File: src/rtl/univ_shift_register.sv
// Universal shift register stepped by a free-running prescaler tick.
// Eight operations are selected by mode; step and steps report each performed step.
module univ_shift_register #(
    parameter int WIDTH = 4,
    parameter int DIV   = 25000000
) (
    input  logic             clk,
    input  logic             reset,
    input  logic             en,
    input  logic [2:0]       mode,
    input  logic             sin,
    input  logic [WIDTH-1:0] pdata,
    output logic [WIDTH-1:0] q,
    output logic             step,
    output logic [15:0]      steps
);

    // A one-bit counter is kept for DIV = 1; it simply stays at zero.
    localparam int               CNT_W    = (DIV > 1) ? $clog2(DIV) : 1;
    localparam logic [CNT_W-1:0] CNT_LAST = CNT_W'(DIV - 1);

    logic [CNT_W-1:0] count_r;
    logic [CNT_W-1:0] count_nxt_s;
    logic             tick_s;
    logic             do_step_s;
    logic [WIDTH-1:0] q_r;
    logic [WIDTH-1:0] q_nxt_s;
    logic             step_r;
    logic [15:0]      steps_r;

    // Prescaler next count and step qualification
    always_comb begin
        tick_s      = (count_r == CNT_LAST);
        do_step_s   = tick_s & en;
        count_nxt_s = count_r;
        if (tick_s) begin
            count_nxt_s = '0;
        end else begin
            count_nxt_s = count_r + CNT_W'(1);
        end
    end

    // Operation decode: the value q takes if this edge performs a step
    always_comb begin
        q_nxt_s = q_r;
        case (mode)
            3'b000:  q_nxt_s = q_r;
            3'b001:  q_nxt_s = {sin, q_r[WIDTH-1:1]};
            3'b010:  q_nxt_s = {q_r[WIDTH-2:0], sin};
            3'b011:  q_nxt_s = {q_r[0], q_r[WIDTH-1:1]};
            3'b100:  q_nxt_s = {q_r[WIDTH-2:0], q_r[WIDTH-1]};
            3'b101:  q_nxt_s = pdata;
            3'b110:  q_nxt_s = {q_r[WIDTH-1], q_r[WIDTH-1:1]};
            3'b111:  q_nxt_s = '0;
            default: q_nxt_s = q_r;
        endcase
    end

    // State registers; reset wins over any pending tick
    always_ff @(posedge clk) begin
        if (reset) begin
            count_r <= '0;
            q_r     <= '0;
            step_r  <= 1'b0;
            steps_r <= 16'h0000;
        end else begin
            count_r <= count_nxt_s;
            step_r  <= do_step_s;
            if (do_step_s) begin
                q_r     <= q_nxt_s;
                steps_r <= steps_r + 16'h0001;
            end else begin
                q_r     <= q_r;
                steps_r <= steps_r;
            end
        end
    end

    assign q     = q_r;
    assign step  = step_r;
    assign steps = steps_r;

endmodule

File: config.mk
export PLATFORM = sky130hd
export DESIGN_NAME = univ_shift_register
export DESIGN_NICKNAME = d
export VERILOG_FILES = /design/src/rtl/univ_shift_register.sv
export SDC_FILE = /design/constraint.sdc
export NUM_CORES = 1
export LEC_CHECK = 0
export ABC_AREA = 1
export BUFFER_PORTS_ARGS = -buffer_cell sky130_fd_sc_hd__buf_2
export CAP_MARGIN = 20
export CORE_UTILIZATION = 60
export CTS_BUF_LIST = sky130_fd_sc_hd__clkbuf_4 sky130_fd_sc_hd__clkbuf_8
export DETAILED_ROUTE_END_ITERATION = 12
export GPL_TIMING_DRIVEN = 0
export PLACE_DENSITY = 0.82
export SETUP_SLACK_MARGIN = 0.5
export SYNTH_ARGS = -nofsm -noshare
export SYNTH_HDL_FRONTEND = slang
export SYNTH_SLANG_ARGS = --single-unit
File: constraint.sdc
create_clock -name clk -period 1.65 [get_ports clk]
set_input_delay 0.165 -clock clk [delete_from_list [all_inputs] [get_ports clk]]
set_output_delay 0.165 -clock clk [all_outputs]
set_load 0.005 [all_outputs]
Word level (Yosys, flattened, before mapping) --
Cells that the tools add are included. W data, S select, Z words.
Storage, ports and cells: ROM bits 0, output and inout port bits 21, register bits after elaboration 46, logic and storage cells 23, memory bits (writable) 0, bits in latches 0, memories kept 0
Cells by class: reduce and logical (&&, ||, !) cells 4, order comparisons 0, shift-type cells 0, muxes and demuxes 1, div/mod/pow operators 0, add/subtract/negate cells 2, bitwise logic cells 3, eq/ne operators 8, $mul 0
Operator list (count):
- $pmux W4 S7 | 1
- $add A25 B1 Y25 const B | 1
- $eq A25 B25 Y1 const B | 1
- $add A16 B1 Y16 const B | 1
- $eq A3 B3 Y1 const B | 4
- $eq A3 B2 Y1 const B | 2
- $eq A3 B1 Y1 const B | 1
- $logic_not A3 Y1 | 1
- $reduce_and A3 Y1 | 1
- $not A1 Y1 | 2
- $reduce_and A2 Y1 | 1
- $reduce_or A2 Y1 | 1
- $and A1 B1 Y1 | 1

Depth between registers and ports, before layout --
depth after elaboration 3, depth in mapped cells 11, depth with buffers taken out 11

Worst setup path before layout --
Ideal clock, no wire load.
path type reg2reg, start register count_r[0], end register steps_r[2], in the netlist steps[2], required time 1519 ps, setup slack 120 ps, buffers on the path 1, stages on the path, launching flop included 12, arrival 1400 ps, cell sequence dfxtp_1 > ha_1 > nand2_2 > nor2_4 > inv_1 > nor2_1 > nand2_1 > nor2_1 > nand2_1 > buf_2 > nand2_1 > a21oi_2
Between the ends: word-level cells in the longest chain between the ends 2
Ends and longest elaborated chain:
- start, declared | RTL line 22 | logic [CNT_W-1:0] count_r;
- start signal, assigned | RTL line 67 | count_r <= count_nxt_s;
- $eq A25 B25 Y1 | RTL line 33 | tick_s = (count_r == CNT_LAST);
- $and A1 B1 Y1 | RTL line 34 | do_step_s = tick_s & en;
- end signal, assigned | RTL line 71 | steps_r <= steps_r + 16'h0001;
- end signal, assigned | RTL line 74 | steps_r <= steps_r;
- end, declared | RTL line 29 | logic [15:0] steps_r;
No other way between the ends. A chain may end at the register's enable or synchronous reset.

Worst setup path after layout --
start register count_r[0], end register steps_r[4], in the netlist steps[4]
Same word-level chain as after synthesis.

==> reports/qor.txt <==
post-layout util - 86.4%
CTS H-tree depth - 2
Detailed Routing Iterations Pass 1 - 5
combinational fraction of design power - 6.7%
Arr. time, crit path - 1.88 ns
run status - complete, no violations
Sink Count - 46
MaxCap Viol Count - 0
area delta synth->final - 33.6%
routed vias/inst - 5.68
crit path max-delay cell type - dfxtp_4
Synth cell types - 32
Sum Neg Setup Slack - 0 ns
max-slew violation count - 0
Nets - 491
cell mode on critical path - nor2_4
placed cell count - 498
Int Power - 1.53 mW
Max VDD drop - 0.498 mV
Overall Global Routing Usage - 33.3%
top-count cell post-synth - nand2_1
NetSw - 0.487 mW
global-route wire length before repair - 11500 um
via count of the routed design - 3006
share of the yosys chip area belonging to registers - 34.6%
Mean Syn Cell Area - 6.37 um^2
I/O pins - 32
met3 Track Usage GR - 7.73%
clk root buf - clkbuf_8
DIE AREA - 4710 um^2
CP endpoint kind - flip-flop
register share of total power - 55.7%
Cell Area, Synth - 2660 um^2
CTS tree - built
Top Usage Layer GRT - met2
Synth Register Bits - 46
WL final - 7840 um
Clock Path Buffers - 2
CP cell instances - ha_4, nand2_4, nor2_4, nand3_2, nor2_2, nand2_2, nor2_4, buf_6, nand2_1, a21oi_1
initial DRC count - 318
Post-synth ARST share - 0%
synth top area cells - dfxtp_1, nand2_1, nor2_1
number of synthesized flops with an enable pin - 0
Die Y - 68.6 um
Gate Count Post-Synth - 418
Ant. Diodes - 0
total chip power - 2.02 mW
syn nets - 431
worst-path maximum fanout - 6
WS Path Type - flip-flop to flip-flop
core region area - 4120 um^2
Yosys top cell area share - 34.6%
Critical Path Max Stage Delay - 0.36 ns
# DRC - 0
largest net degree at the start of global routing - 14
switching share of power - 24.2%
Clk network pwr share - 37.6%
Post-DRT Antenna Nets - 0
Design Area, Final - 3560 um^2
Final Hold Viols - 0
Port Buffers - 30
Post-DP Area - 2930 um^2
Pwr per Cell Area - 567 nW/um^2
Max-Slew Margin vs Limit - 65.2%
Filler Cells Inserted - 246
initial antenna violation count - 0
Worst-Skew Late Latency - 0.31 ns
min cycle time layout - 1.64 ns
Leak Pwr - 1.33 nW
unrepaired setup endpoints after global routing - true
M1 GR Usage - 39.5%
Die X - 68.6 um
GR Overflow Total - 0
met2 GRT Util - 56.0%
clk_skew - 0.00253 ns
ratio of cells with drive above 1 in the final layout - 34.2%
Clk pin slew, worst setup/hold paths - 0.09 ns
Post-synth top flop - dfxtp_1
Worst EP required - 1.89 ns
class of the worst hold path - input port to flip-flop
non-filler cells, final - 529
routability cong. - 0.960
commonest cells in the netlist - nand2_1, nor2_1, dfxtp_1
Initial Util - 64.7%
YS warnings - 0
DPL Wire Length - 4700 um
number of global-route vias before repair - 2680
actual slew at the worst max-slew pin - 0.521 ns
largest area contributor in the netlist - dfxtp_1
endpoints failing setup - 0
TritonCTS buffer count - 5
crit start category - flip-flop
FP Rows - 23
Tcrit/Tclk final - 99.4%
routed len/inst - 14.8 um
fmax - 610 MHz
==> power groups by stage <==
| stage | Clock, mW | Sequential (mW) | Combinational [mW] |
|---|---|---|---|
| 4_1_cts | 0.759 | 1.12 | 0.110 |
| 3_5_place_dp | 0 | 1.15 | 0.0769 |
| 3_3_place_gp | 0 | 1.15 | 0.0744 |
| 6_report | 0.758 | 1.12 | 0.135 |
| 2_1_floorplan | 0 | 1.15 | 0.0490 |
| 5_1_grt | 0.799 | 1.12 | 0.145 |
==> area by class of cell <==
cell class / instances / area (um^2) / share of cell area, %
Timing Repair Buffer: 53 / 374 / 10.5
Buffer: 6 / 60.1 / 1.69
Sequential cell: 46 / 941 / 26.5
Clock buffer: 7 / 90.1 / 2.53
Tap cell: 50 / 62.6 / 1.76
Multi-Input combinational cell: 322 / 1850 / 52.0
Clock inverter: 1 / 5.00 / 0.141
Inverter: 44 / 175 / 4.93
==> final timing paths <==
kind,end,depth (start not counted),slack [ns],from
hold reg to reg,steps[15],2,0.49,steps[15]
hold / removal,step,3,0.22,en
setup reg to reg,steps[4],10,0.01,count_r[0]
setup / recovery,steps[4],10,0.01,count_r[0]
==> stage by stage <==
stage	hold WS [ns]	worst slack (ns)
4_1_cts	0.194	0.0816
6_report	0.221	0.0102
5_1_grt	0.239	-0.0906
2_1_floorplan	0.359	0.225
3_5_place_dp	0.451	-0.0377
3_3_place_gp	0.446	0.0205
==> critical path: cells and delay by family (launching register included) <==
family	cells	cell delay [ns]
flops	1	0.36
fa+ha+maj	1	0.15
buf+inv	1	0.16
simple gates	7	0.79
compound gates	1	0.12
==> cell families (layout without fill, tap and decap cells) <==
| family | Yosys count | after routing | synth area share, % |
|---|---|---|---|
| compound gates | 34 | 34 | 7.00 |
| xor+xnor | 18 | 18 | 5.92 |
| fa+ha+maj | 2 | 2 | 0.940 |
| buf+inv | 50 | 111 | 7.47 |
| flops | 46 | 46 | 34.6 |
| simple gates | 268 | 268 | 44.1 |
==> layer usage <==
| metal | wire, um | up-vias |
|---|---|---|
| li1 | - | 1442 |
| met1 | 3160 | 1371 |
| met2 | 3780 | 156 |
| met3 | 585 | 37 |
| met4 | 313 | 0 |
| met5 | 0 | - |
==> cells in the final DEF (no fill, tap or decap), drive strengths merged, types with 12 or more instances in the layout <==
cell,count
nand3,27
nor2,76
a21oi,28
nand2,132
dfxtp,46
buf,57
inv,44
nor3,12
==> sequential cells by signal, indices dropped and copies added (netlist names) <==
| name | cells |
|---|---|
| q | 4 |
| count_r | 25 |
| steps | 16 |
| step | 1 |
==> repair_timing <==
item,CTS,global route
setup buffers,17,3
setup endpoints to repair,46,47
hold buffers,0,0
gates resized for setup,60,40
pin swaps,20,12
gates cloned,2,1
(Power assumes the default switching activity.)
